**config.mk**
```make
export PLATFORM = sky130hd
export DESIGN_NAME = cnn_pixel_streamer
export DESIGN_NICKNAME = d
export VERILOG_FILES = /design/src/rtl/cnn_pixel_streamer.sv
export SDC_FILE = /design/constraint.sdc
export NUM_CORES = 1
export LEC_CHECK = 0
export CAP_MARGIN = 15
export CORE_ASPECT_RATIO = 1.75
export CORE_UTILIZATION = 30
export CTS_CLUSTER_DIAMETER = 40
export DETAILED_ROUTE_END_ITERATION = 8
export MAX_ROUTING_LAYER = met4
export RECOVER_POWER = 25
export SLEW_MARGIN = 20
export SYNTH_ARGS = -nofsm -noshare
export SYNTH_HDL_FRONTEND = slang
export SYNTH_SLANG_ARGS = --single-unit
```
**constraint.sdc**
```tcl
create_clock -name clk -period 3.1 [get_ports clk]
set_input_delay 0.62 -clock clk [delete_from_list [all_inputs] [get_ports clk]]
set_output_delay 0.62 -clock clk [all_outputs]
set_load 0.02 [all_outputs]
```
**src/rtl/cnn_pixel_streamer.sv**
```systemverilog
// Frame source for cnn_top: a preloaded IMG_W x IMG_H buffer streamed in raster order
// with pause, start-of-line/end-of-frame markers and a done pulse; row gaps via STREAMER_LINE_GAP_EN.
module cnn_pixel_streamer #(
  parameter int DATA_W   = 8,
  parameter int IMG_W    = 4,
  parameter int IMG_H    = 2,
  parameter int ADDR_W   = 3,
  parameter int LINE_GAP = 1
) (
  input  logic                     clk,
  input  logic                     rst,
  input  logic                     wr_en,
  input  logic [ADDR_W-1:0]        wr_addr,
  input  logic signed [DATA_W-1:0] wr_data,
  input  logic                     start,
  input  logic                     pause,
  output logic                     busy,
  output logic                     done,
  output logic                     out_valid,
  output logic signed [DATA_W-1:0] pixel_out,
  output logic                     out_sol,
  output logic                     out_eof
);
  localparam int COL_W = (IMG_W > 1) ? $clog2(IMG_W) : 1;
  localparam int ROW_W = (IMG_H > 1) ? $clog2(IMG_H) : 1;
  localparam int DEPTH = 2 ** ADDR_W;
  localparam logic [ADDR_W:0]  NPIX     = (ADDR_W+1)'(IMG_W * IMG_H);
  localparam logic [COL_W-1:0] COL_LAST = COL_W'(IMG_W - 1);
  localparam logic [ROW_W-1:0] ROW_LAST = ROW_W'(IMG_H - 1);

  localparam logic [1:0] S_IDLE   = 2'd0;
  localparam logic [1:0] S_STREAM = 2'd1;
  localparam logic [1:0] S_DONE   = 2'd3;
`ifdef STREAMER_LINE_GAP_EN
  localparam logic [1:0] S_GAP    = 2'd2;
  localparam int GAP_W = (LINE_GAP > 1) ? $clog2(LINE_GAP) : 1;
  localparam logic [GAP_W-1:0] GAP_LAST = GAP_W'(LINE_GAP - 1);
  logic [GAP_W-1:0] gap_cnt;
`endif

  logic [1:0]                state;
  logic [ADDR_W-1:0]         rd_ptr;
  logic [COL_W-1:0]          col;
  logic [ROW_W-1:0]          row;
  logic                      frame_sent;
  logic signed [DATA_W-1:0]  mem [DEPTH];
  logic                      at_eol;
  logic                      at_eof;

  assign at_eol = (col == COL_LAST);
  assign at_eof = at_eol && (row == ROW_LAST);

  // Buffer is writable only while idle, so a frame can never change under the reader.
  always_ff @(posedge clk) begin
    if (wr_en && (state == S_IDLE) && ({1'b0, wr_addr} < NPIX))
      mem[wr_addr] <= wr_data;
  end

  always_ff @(posedge clk or posedge rst) begin
    if (rst) begin
      state      <= S_IDLE;
      rd_ptr     <= '0;
      col        <= '0;
      row        <= '0;
      frame_sent <= 1'b0;
      busy       <= 1'b0;
      done       <= 1'b0;
      out_valid  <= 1'b0;
      out_sol    <= 1'b0;
      out_eof    <= 1'b0;
      pixel_out  <= '0;
`ifdef STREAMER_LINE_GAP_EN
      gap_cnt    <= '0;
`endif
    end else begin
      done      <= 1'b0;
      out_valid <= 1'b0;
      out_sol   <= 1'b0;
      out_eof   <= 1'b0;
      case (state)
        S_IDLE: begin
          if (start) begin
            state      <= S_STREAM;
            busy       <= 1'b1;
            rd_ptr     <= '0;
            col        <= '0;
            row        <= '0;
            frame_sent <= 1'b0;
          end
        end
        S_STREAM: begin
          // The cycle after the eof pixel carries done, so the done cycle itself is non-idle.
          if (frame_sent) begin
            state <= S_DONE;
            busy  <= 1'b0;
            done  <= 1'b1;
          end else if (!pause) begin
            out_valid <= 1'b1;
            pixel_out <= mem[rd_ptr];
            out_sol   <= (col == '0);
            out_eof   <= at_eof;
            rd_ptr    <= rd_ptr + 1'b1;
            if (at_eol) begin
              col <= '0;
              row <= row + 1'b1;
            end else begin
              col <= col + 1'b1;
            end
            if (at_eof)
              frame_sent <= 1'b1;
`ifdef STREAMER_LINE_GAP_EN
            else if (at_eol && (LINE_GAP > 0))
              state <= S_GAP;
`endif
          end
        end
`ifdef STREAMER_LINE_GAP_EN
        S_GAP: begin
          if (!pause) begin
            if (gap_cnt == GAP_LAST) begin
              gap_cnt <= '0;
              state   <= S_STREAM;
            end else begin
              gap_cnt <= gap_cnt + 1'b1;
            end
          end
        end
`endif
        S_DONE: state <= S_IDLE;
        default: state <= S_IDLE;
      endcase
    end
  end
endmodule
```
==> results.cfg, run 1 <==
[yosys]
yosysTopAreaCell = edfxtp_1
ys_ff_latch = 86
synthMostInstantiatedCell = edfxtp_1
yosysSeqAreaShare_pct = 71.6
yosysWarnings = 0
synth_ff_type = edfxtp_1
syn_inst = 220
synthTopCellsByArea = edfxtp_1 (56%), dfrtp_1 (16%), mux2_2 (5.2%), mux2i_1 (4.9%), o31ai_2 (2.5%)
mappedNetlistArea_um2 = 3450
synth_edf_count = 64
async_flop_share_pct = 25.6
syn_nets = 239
synth_top_cell_area_share_pct = 55.7
syn_avg_cell_area_um2 = 15.7
synth_top_cells_by_count = edfxtp_1 (64), dfrtp_1 (22), mux2i_1 (17), nand2_1 (17), mux2_2 (16)
synth.distinct_cells = 34

[setup_path]
critPathTopFamily = simple AND/OR/NAND/NOR gates
slowest_stage = or4b_1
cp-start-kind = input pin
crit_cells = 4
worst-path-buf-inv = 2
cp_max_fo = 15
startpoint = pause
crit_end = pixel_out[2]
required_ns = 3.33
r2r_end = pixel_out[2]
reg2reg_slack_ns = 1.07
worst_r2r_startpoint = state[1]
path_cells = clkdlybuf4s50_1, or4b_1, buf_4, o31ai_1
arrival_ns = 2.43
endpoint_kind = flop
slowest_delay_ns = 0.80
critical_path_class = in -> reg
reg2reg_depth = 3

[die]
core.rowCount = 51
placeableCoreArea_um2 = 11200
fp.dieH_um = 144
initial_core_util_pct = 30.9
die_w_um = 83.1
dieArea_um2 = 12000
pin_count = 29

[clock_tree]
cts_resized = 0
cts_buffers = 9
clk_pin_slew_worst_paths_ns = 0.06
cts_tree = done
clock-root-buffer = clkbuf_16
clock-sinks = 86
cts_hold_buf = 0
cts_buffer_depth = 2
postCtsSetupBuffers = 0
htreeDepth = 3
clock_latency_ns = 0.34

[place]
numPortBuffers = 28
dpl.hpwl_um = 4360
gp_congestion = 0.753
dp.cells = 380
pre_cts_ws_ns = 0.585

[timing]
slew_violations = 0
fin_crit_sh_pct = 71.0
worstMarginPinSlew_ns = 0.858
whs_ns = 0.504
period_needed_ns = 2.20
hold_viol_final = 0
setup_ws_ns = 0.898
timing.fmax_mhz = 454
skew_ns = 0.00547
rsz0062_at_grt = false
setup_tns_ns = 0
relSlewSlack_pct = 42.7
setup_violations = 0

[power]
swShare_pct = 28.9
power.internal_uw = 2410
power_density_nw_per_um2 = 807
irDropWorstVdd_uv = 450
power_frac_comb_pct = 25.7
clockPowerShare_pct = 30.7
seq_power_share_pct = 43.6
power.total_uw = 3390
p_switching_uw = 982
leakage_uw = 0.00150

[finish]
fin_nets = 278
fin_cells = 395
drive_gt1_share_pct = 18.6
area_growth_syn_to_layout_pct = 21.8
n_antenna_cell = 0
fillCellCount = 1009

[run]
cap_violations = 0

[outcome]
status = finished, final reports clean

[drt]
routed_via_density = 4.70
first_pass_iters = 4
drt_iter0_drc = 125
drc = 0
wl_um = 6290
vias = 1856
post_drt_wl_per_cell_um = 15.9
antenna_left = 0

[worst_hold_path]
holdPathStages = 2
hp-class = reg -> reg

[global_routing]
grt_pass1_vias = 1905
grtUsageTotal_pct = 12.1
grt_overflow_total = 0
antenna_found_initial = 0
grt_pass1_wl_um = 10300
grt_max_degree = 36
state kept, by name, summed over array words and instances, names as in the netlist, 2 cells and up:
signal / cells
mem: 64
pixel_out: 8
rd_ptr: 3
col: 2
state: 2
how the worst min path moves through the flow:
stage,start,to,slack (ns)
2_1_floorplan,col[1],col[1],0.49
3_3_place_gp,pixel_out[7],pixel_out[7],0.48
3_5_place_dp,pixel_out[7],pixel_out[7],0.49
4_1_cts,pixel_out[7],pixel_out[7],0.51
5_1_grt,pixel_out[7],pixel_out[7],0.55
6_report,pixel_out[7],pixel_out[7],0.50
cells by family after synthesis:
logic type / synth area share, %
simple gates: 6.67
xor+xnor: 0.254
fa+ha+maj: 1.09
compound gates: 7.97
buf+inv: 2.28
mux: 10.1
flops: 71.6
final cells by class:
cell class                 count  area, µm²  share of cell area, %
clock inverter                 5       60.1                   1.43
inverter                       6       23.8                  0.565
multi-input combinational    118        902                   21.4
tap                          132        165                   3.93
sequential                    86       2470                   58.8
timing repair buffer          38        355                   8.44
clock buffer                  10        229                   5.44
cells in the final DEF (no fill, tap or decap), drive strengths merged, types with 2 or more instances in the layout:
cell type	count
clkbuf	10
edfxtp	64
nand3	4
dlygate4sd3	7
ha	3
inv	6
o22ai	10
nor2b	2
nand2b	3
clkinv	3
buf	10
dfrtp	22
mux2i	17
nor2	11
nor3	5
clkdlybuf4s50	21
mux2	16
o21ai	3
a22o	8
o31ai	8
nand2	17
tightest hold or removal path: stages (launching register included):
cell	delay, ns
dfrtp_1	0.36
nand2_1	0.07
o31ai_2	0.05
stage by stage:
| stage | utilization (%) | area [µm²] |
|---|---|---|
| after global placement | 35.1 | 3920 |
| after CTS | 37.7 | 4210 |
| final | 37.7 | 4210 |
| after detailed placement | 35.1 | 3920 |
| after global routing | 37.7 | 4210 |
| after floorplan | - | 3450 |
power by group through the flow:
stage	combinational, µW	sequential, µW	clock (µW)
5_1_grt	964	1500	1110
4_1_cts	889	1480	1070
2_1_floorplan	551	1550	0
3_3_place_gp	879	1500	0
6_report	872	1480	1040
3_5_place_dp	887	1510	0
layer usage:
metal / vias up / global-route usage (%) / routed length (µm)
met5: - / - / 0
met4: 0 / 6.53 / 149
li1: 908 / - / -
met1: 900 / 12.8 / 2570
met3: 11 / 2.99 / 198
met2: 37 / 20.8 / 3370
No activity file was read; power rests on OpenSTA's default activity.
==> run 2: changes to the inputs <==
==> constraint.sdc (replaced) <==
create_clock -name clk -period 1.92 [get_ports clk]
set_input_delay 0.384 -clock clk [delete_from_list [all_inputs] [get_ports clk]]
set_output_delay 0.384 -clock clk [all_outputs]
set_load 0.02 [all_outputs]
==> results.cfg, run 2 (synthesis gave the netlist of run 1 again) <==
[outcome]
status = finished, final reports clean

[global_routing]
grt_pass1_vias = 1959
grt_max_degree = 36
grtUsageTotal_pct = 12.1
antenna_found_initial = 0
grt_overflow_total = 0
grt_pass1_wl_um = 10300

[clock_tree]
cts_hold_buf = 0
cts_resized = 0
clock_latency_ns = 0.34
clock-root-buffer = clkbuf_16
postCtsSetupBuffers = 0
htreeDepth = 3
cts_buffer_depth = 2
cts_tree = done
cts_buffers = 9
clk_pin_slew_worst_paths_ns = 0.06
clock-sinks = 86

[setup_path]
reg2reg_slack_ns = 0.20
endpoint_kind = flop
reg2reg_depth = 3
arrival_ns = 1.97
startpoint = state[1]
cp_max_fo = 11
required_ns = 2.17
slowest_delay_ns = 0.66
worst_r2r_startpoint = state[1]
cp-start-kind = flop
path_cells = or4b_1, buf_4, o31ai_2
r2r_end = pixel_out[3]
slowest_stage = or4b_1
critical_path_class = reg -> reg

[timing]
rsz0062_at_grt = false
hold_viol_final = 0
slew_violations = 0
skew_ns = 0.00673
timing.fmax_mhz = 582
fin_crit_sh_pct = 89.5
setup_violations = 0
setup_ws_ns = 0.201
worstMarginPinSlew_ns = 1.16
setup_tns_ns = 0
period_needed_ns = 1.72
relSlewSlack_pct = 22.3

[place]
gp_congestion = 0.736
numPortBuffers = 28
pre_cts_ws_ns = -0.0686
dpl.hpwl_um = 4520
dp.cells = 385

[die]
initial_core_util_pct = 30.9
dieArea_um2 = 12000
die_w_um = 83.1
fp.dieH_um = 144
pin_count = 29
core.rowCount = 51
placeableCoreArea_um2 = 11200

[power]
leakage_uw = 0.00152
power_density_nw_per_um2 = 1290
irDropWorstVdd_uv = 836

[drt]
antenna_left = 0
wl_um = 6280
first_pass_iters = 4
post_drt_wl_per_cell_um = 15.7
vias = 1897
drc = 0
drt_iter0_drc = 51
routed_via_density = 4.73

[worst_hold_path]
hp-start = pixel_out[0]
holdPathStages = 2
hp-class = reg -> reg
min_to = pixel_out[0]

[finish]
largest_register_ffs = 64
fin_cells = 401
drive_gt1_share_pct = 20.4
n_antenna_cell = 0
utilization_pct = 38.1
fin_nets = 283
layout_commonest_cell = edfxtp_1
layout_common_cells = edfxtp_1 (64), dfrtp_1 (22), clkdlybuf4s50_1 (22), nand2_1 (17), mux2i_1 (17)
regMostFlops = mem
area_growth_syn_to_layout_pct = 23.2
multi_input_area_um2 = 902
fillCellCount = 1030
area.sequential_um2 = 2470
reg.largest.list = mem (64), pixel_out (8), rd_ptr (3)

[run]
cap_violations = 0
==> run 2: changes by cell type in the layout (fill, tap and decap cells not counted) <==
cell             change
buf_4                +3
inv_8                +2
buf_12               +1
bufinv_16            -1
clkdlybuf4s50_1      +1
clkinv_2             -1
clkinvlp_4           +1
dlygate4sd3_1        -1
inv_6                +1
==> run 2: worst max-delay path, delay by kind of cell, from the launching register on <==
| family | cells | cell delay (ns) |
|---|---|---|
| AND/OR/NAND/NOR | 1 | 0.66 |
| flip-flops | 1 | 0.48 |
| AO/OA/AOI/OAI | 1 | 0.25 |
| buffers and inverters | 1 | 0.23 |
==> run 2: cell type report <==
type / count / share of cell area (%)
multi-input cells: 118 / 21.2
clock buffers: 9 / 5.29
well taps: 132 / 3.88
flip-flops and latches: 86 / 58.1
repair buffers: 43 / 9.44
inverters: 6 / 0.559
clock inverters: 7 / 1.50
==> run 2: report_power, final <==
part | total, µW | switching [µW] | internal (µW)
Sequential | 2390 | 160 | 2230
Combinational | 1460 | 754 | 707
Clock | 1650 | 742 | 904
==> run 2: worst max-delay path by stage <==
| stage | endpoint | depth (start not counted) |
|---|---|---|
| 2_1_floorplan | mem[1][0] | 4 |
| 3_3_place_gp | pixel_out[4] | 4 |
| 3_5_place_dp | pixel_out[3] | 4 |
| 4_1_cts | pixel_out[5] | 1 |
| 5_1_grt | pixel_out[7] | 3 |
| 6_report | pixel_out[3] | 3 |
==> run 2: layer usage <==
metal  up-vias  track usage, %  share of wire [%]
met5         -               -                  0
met4         0            6.81                2.4
met3        11            3.16                3.1
met2        36            21.8                 56
met1       925            11.7                 38
li1        925               -                  -
==> run 2: metrics by stage <==
stage	hold slack (ns)	power [µW]	instance area (µm²)
after floorplan	0.373	3390	3450
after global placement	0.485	3880	3970
after detailed placement	0.481	3920	3970
after CTS	0.395	5580	4260
after global routing	0.515	5790	4250
final	0.488	5500	4250
==> run 3: changes to the inputs <==
--- a/config.mk
+++ b/config.mk
@@ -8,6 +8,7 @@
 export CAP_MARGIN = 15
 export CORE_ASPECT_RATIO = 1.75
 export CORE_UTILIZATION = 30
+export CTS_BUF_LIST = sky130_fd_sc_hd__clkbuf_4 sky130_fd_sc_hd__clkbuf_8 sky130_fd_sc_hd__clkbuf_16
 export CTS_CLUSTER_DIAMETER = 40
 export DETAILED_ROUTE_END_ITERATION = 8
 export MAX_ROUTING_LAYER = met4
==> results of run 3 <==
Final layout, timing and power as in run 2 (identical DEF).
